==> config.mk <==
export PLATFORM = sky130hd
export DESIGN_NAME = speed_select_arbiter
export DESIGN_NICKNAME = d
export VERILOG_FILES = /design/src/rtl/game_pkg.sv /design/src/rtl/button_debouncer.sv /design/src/rtl/speed_select_arbiter.sv
export SDC_FILE = /design/constraint.sdc
export NUM_CORES = 1
export LEC_CHECK = 0
export CAP_MARGIN = 20
export CORE_ASPECT_RATIO = 0.5
export CORE_UTILIZATION = 69
export CTS_BUF_LIST = sky130_fd_sc_hd__clkbuf_8
export DETAILED_ROUTE_END_ITERATION = 8
export GPL_TIMING_DRIVEN = 0
export PLACE_DENSITY = 0.94
export SLEW_MARGIN = 20
export SYNTH_ARGS = -nofsm -noshare
export SYNTH_HDL_FRONTEND = slang
export SYNTH_SLANG_ARGS = --single-unit
==> constraint.sdc <==
create_clock -name clk -period 6.47 [get_ports clk]
set_clock_uncertainty 0.2 [all_clocks]
set_input_delay 1.294 -clock clk [delete_from_list [all_inputs] [get_ports clk]]
set_output_delay 1.294 -clock clk [all_outputs]
set_load 0.01 [all_outputs]
==> src/rtl/game_pkg.sv <==
// Shared types and helpers for the game-side blocks: speed encoding and ms-to-cycle conversion.
package game_pkg;

  typedef logic [1:0] speed_t;

  localparam speed_t SPEED_L0 = 2'd0;
  localparam speed_t SPEED_L1 = 2'd1;
  localparam speed_t SPEED_L2 = 2'd2;

  localparam int NUM_BTN = 3;

  // Result of arbitrating one cycle's press events.
  typedef struct packed {
    logic   hit;
    speed_t level;
  } speed_req_t;

  function automatic int ms_to_cycles(input int clk_hz, input int ms);
    return clk_hz / 1000 * ms;
  endfunction

endpackage

==> src/rtl/button_debouncer.sv <==
// One active-low push-button: 2-flop synchroniser, stability counter, press pulse on the
// accepted 1->0 transition of the debounced level.
module button_debouncer #(
  parameter int DEB_CYC = 4
) (
  input  logic clk,
  input  logic rst_n,
  input  logic btn_n,
  output logic press
);

  localparam int CW = (DEB_CYC > 1) ? $clog2(DEB_CYC) : 1;

  logic          sync1, sync2, level;
  logic [CW-1:0] cnt;
  logic          settle;

  // The synchronised input has differed from the accepted level for DEB_CYC cycles.
  assign settle = (sync2 != level) && (cnt == CW'(DEB_CYC - 1));

  always_ff @(posedge clk or negedge rst_n) begin
    if (!rst_n) begin
      sync1 <= 1'b1;
      sync2 <= 1'b1;
      level <= 1'b1;
      cnt   <= '0;
      press <= 1'b0;
    end else begin
      sync1 <= btn_n;
      sync2 <= sync1;
      press <= settle & level;
      if (sync2 == level) begin
        cnt <= '0;
      end else if (settle) begin
        level <= sync2;
        cnt   <= '0;
      end else begin
        cnt <= cnt + CW'(1);
      end
    end
  end

endmodule

==> src/rtl/speed_select_arbiter.sv <==
// Speed button front-end: debounced presses pick speed_level (speed1 > speed2 > speed3),
// and a single period counter on clk produces the move_tick clock-enable.
module speed_select_arbiter
  import game_pkg::*;
#(
  parameter int CLK_HZ      = 50_000_000,
  parameter int DEBOUNCE_MS = 20,
  parameter int PERIOD0_MS  = 2000,
  parameter int PERIOD1_MS  = 1500,
  parameter int PERIOD2_MS  = 1000
) (
  input  logic       clk,
  input  logic       rst_n,
  input  logic       speed1,
  input  logic       speed2,
  input  logic       speed3,
  input  logic       game_over,
  output logic [1:0] speed_level,
  output logic       move_tick,
  output logic       speed_changed
);

  localparam int DEB_CYC = ms_to_cycles(CLK_HZ, DEBOUNCE_MS);
  localparam int PER0    = ms_to_cycles(CLK_HZ, PERIOD0_MS);
  localparam int PER1    = ms_to_cycles(CLK_HZ, PERIOD1_MS);
  localparam int PER2    = ms_to_cycles(CLK_HZ, PERIOD2_MS);
  localparam int CW      = $clog2(PER0);

  logic [NUM_BTN-1:0] btn_n;
  logic [NUM_BTN-1:0] press;

  assign btn_n = {speed3, speed2, speed1};

  generate
    for (genvar i = 0; i < NUM_BTN; i++) begin : g_btn
      button_debouncer #(.DEB_CYC(DEB_CYC)) u_deb (
        .clk   (clk),
        .rst_n (rst_n),
        .btn_n (btn_n[i]),
        .press (press[i])
      );
    end
  endgenerate

  speed_req_t    req;
  logic          change;
  logic [CW-1:0] cnt;
  logic [CW-1:0] per_last;

  // Losing events are simply dropped; game_over masks all of them.
  always_comb begin
    req = '0;
    if (!game_over) begin
      if (press[0]) begin
        req.hit   = 1'b1;
        req.level = SPEED_L0;
      end else if (press[1]) begin
        req.hit   = 1'b1;
        req.level = SPEED_L1;
      end else if (press[2]) begin
        req.hit   = 1'b1;
        req.level = SPEED_L2;
      end
    end
  end

  always_comb begin
    case (speed_level)
      SPEED_L1: per_last = CW'(PER1 - 1);
      SPEED_L2: per_last = CW'(PER2 - 1);
      default:  per_last = CW'(PER0 - 1);
    endcase
  end

  assign change    = req.hit && (req.level != speed_level);
  assign move_tick = !game_over && (cnt == per_last);

  // A change landing on the terminal count still lets the old tick out; both restart at 0.
  always_ff @(posedge clk or negedge rst_n) begin
    if (!rst_n) begin
      speed_level   <= SPEED_L0;
      speed_changed <= 1'b0;
      cnt           <= '0;
    end else begin
      speed_changed <= change;
      if (change) speed_level <= req.level;
      if (game_over || change || (cnt == per_last)) cnt <= '0;
      else                                          cnt <= cnt + CW'(1);
    end
  end

endmodule

==> reports/qor.txt <==
Status: finished, final reports clean
EDFF count, synth: 0
Maximum vdd drop: 109 uV
Max Cap Violations: 0
Wire length of the first global-routing pass: 15.5 mm
RSZ-0062 raised after global routing: no
CP startpoint kind: flip-flop
Postcts setup bufs: 0
DR WL/cell: 15.7 um
Slowest CP cell: a2111oi_0
PD cells: 209 mW/mm^2
WHS: 0.164 ns
Post-CTS sizing: 0
CTS Hold Bufs: 0
Post-synth net total: 495
Met1 WL: 4.23 mm
CTS clk-pin slew, worst paths: 0.10 ns
Worst reg-to-reg setup slack: 3.79 ns
Simple-Gate Fraction of Synth Area: 0.265
CP delay by family, top: compound AO/OA/AOI/OAI gates
Critical Path Sink Type: output pin
Finished Core Util: 0.785
Buf+Inv Stages, Crit Path: 2
Synth Register Bits: 102
CTS Sinks: 102
Primary FF master, synth: dfrtp_1
Synth top area cells: dfrtp_1 (48%), xor2_1 (9.4%), nor2_1 (7.8%), xnor2_1 (5.4%), dfstp_2 (4.9%)
Fin cells: 601
Synthesis-to-layout area growth: 8.87%
Final period util: 0.686
Iter 0 DRT Violations: 227
Synth Area in XOR/XNOR: 0.148
Pwr Total: 1.11 mW
DP Worst Slack: 2.34 ns
Final hold vios: 0
Initial Util: 0.721
Mapped Avg Cell Area: 10.1 sq um
Nets: 516
Finished Cell Area: 0.00530 sq mm
Die Wd: 121 um
Drt pass-1 iters: 4
Layout cells sized above 1: 0.0747
Worst hold stages: 0
Final max-slew violation count: 0
Synth top cells by count: nor2_1 (101), dfrtp_1 (93), xor2_1 (52)
GR Util All Layers: 0.282
TritonCTS clock tree: yes
R2R Path End: cnt[13]
Hold_sp: g_btn[0].u_deb.sync1
Slowest cell delay on critical path: 0.56 ns
Die Ht: 61.4 um
Max FO, Critical Path: 4
Io pins: 10
PnR worst setup slack: 2.03 ns
DRC: 0
Antenna violations before repair: 0
Die ar.: 0.00741 sq mm
Top cell type's share of synthesized area: 0.478
CP cell instances: inv_1, ha_1, xnor2_1, o211ai_1, a2111oi_0, and4b_1, clkdlybuf4s50_1
Vias per Instance: 5.88
Post-DP HPWL: 6.37 mm
Gate Count Post-Synth: 483
IO buf count: 9
Most frequent cell after synthesis: nor2_1
Vias in the first global route: 3373
Total placed cells including tap cells: 585
Max frequency: 225 MHz
Count of final setup violators: 0
Worst-margin pin slew: 1.02 ns
Share of the yosys chip area belonging to registers: 0.527
Remaining global-route overflow: 0
Post-Syn Area: 0.00487 sq mm
Synth Warn #: 0
Core Region: 0.00675 sq mm
R2R Path Start: speed_level[0]
Met3 wire len: 338 um
Synth cell types: 41
CTS Root Cell: clkbuf_8
Hold Crit Class: reg -> reg
Detailed Route WL: 9.43 mm
Asr flop ratio synth: 1.00
WP data required: 4.98 ns
Synth area leader: dfrtp_1
Metal2 WL: 4.63 mm
P_leak: 2.29 nW
Top layer in use: met4
Number of vias in the routed layout: 3534
Clk buf depth: 2
Adder-cell share of the synthesized area: 0.0154
Largest net degree at the start of global routing: 79
TritonCTS Buffers: 9
Largest family of logic cells by synthesized area: simple AND/OR/NAND/NOR gates
RD Place Congestion: 0.829
Hold-critical path endpoint: g_btn[0].u_deb.sync2
Setup TNS: 0 ns
Worst skew pair latency: 0.39 ns
Cells on worst reg2reg path: 7
ANT cells: 0
Final Critical Period: 4.44 ns
H-tree levels: 3
Worst EP arrival: 2.94 ns
Post-synthesis mux area share: 0.0111
Complex-gate fraction of the synthesized area: 0.0180
Setup CP Type: reg -> out
Placed inst area: 0.00510 sq mm
Routed Antenna Nets: 0
Cell row count: 21
Normalized max-slew margin: 0.314
where the power goes:
part	switching (mW)	internal, mW
Clock	0.230	0.181
Sequential	0.00786	0.647
Combinational	0.0296	0.0151
Total	0.267	0.843
worst reg2reg max path, cell delays in order, from the launching register on:
cell,delay [ns]
dfrtp_1,0.41
inv_1,0.11
ha_1,0.37
or4b_4,0.51
a2111oi_2,0.41
a41o_2,0.32
buf_6,0.16
nor2_1,0.06
registers in the layout (all words and copies together), names as in the netlist:
signal             flops
g_btn.u_deb.sync1      3
g_btn.u_deb.level      3
speed_level            2
g_btn.u_deb.press      3
g_btn.u_deb.sync2      3
speed_changed          1
cnt                   27
g_btn.u_deb.cnt       60
placed cells by master, fill, tap and decap left out, types with 2 or more instances in the layout:
| cell | count |
|---|---|
| nor2_1 | 101 |
| dfrtp_1 | 93 |
| xor2_1 | 52 |
| nand3_1 | 35 |
| nand2_1 | 35 |
| xnor2_1 | 30 |
| nand4_1 | 20 |
| and3_1 | 15 |
| inv_1 | 11 |
| nor3_1 | 9 |
| clkbuf_8 | 9 |
| dfstp_2 | 9 |
| clkdlybuf4s50_1 | 8 |
| nor4_1 | 7 |
| ha_1 | 6 |
| or3_1 | 5 |
| nor4b_1 | 4 |
| and4_1 | 4 |
| and2_1 | 4 |
| nor3b_1 | 4 |
| nor2b_1 | 4 |
| o21ai_0 | 4 |
| and4b_1 | 3 |
| buf_6 | 3 |
| mux2_2 | 3 |
| clkbuf_1 | 2 |
| nand4b_1 | 2 |
| buf_2 | 2 |
| mux2i_1 | 2 |
| a21oi_1 | 2 |
| nand2b_1 | 2 |
| clkinvlp_4 | 2 |
how the worst max path moves through the flow:
stage | depth (start not counted) | from | end
3_3_place_gp | 1 | rst_n | g_btn[0].u_deb.cnt[14]
2_1_floorplan | 6 | speed_level[0] | move_tick
6_report | 7 | speed_level[0] | move_tick
4_1_cts | 7 | speed_level[0] | move_tick
3_5_place_dp | 3 | game_over | move_tick
5_1_grt | 7 | speed_level[0] | move_tick
cell families after synthesis:
kind of cell,after synthesis
flip-flops,102
XOR/XNOR,82
AND/OR/NAND/NOR,260
adder cells (fa/ha/maj),6
multiplexers,5
buffers and inverters,16
AO/OA/AOI/OAI,12
cell type report:
cell class                 count  area [sq um]
fill                         400          1450
buffer                         6          40.0
inverter                      10          37.5
clock inverter                 7          73.8
clock buffer                   9           124
timing repair buffer          10           119
tap                           92           115
multi-input combinational    365          2230
sequential                   102          2560
routing by layer:
metal | GRT usage | vias to the layer above
met5 | 0 | -
met4 | 0.141 | 0
met3 | 0.0731 | 29
met2 | 0.489 | 78
met1 | 0.343 | 1745
li1 | - | 1682
Note: power is estimated with default switching activity, not from simulation.
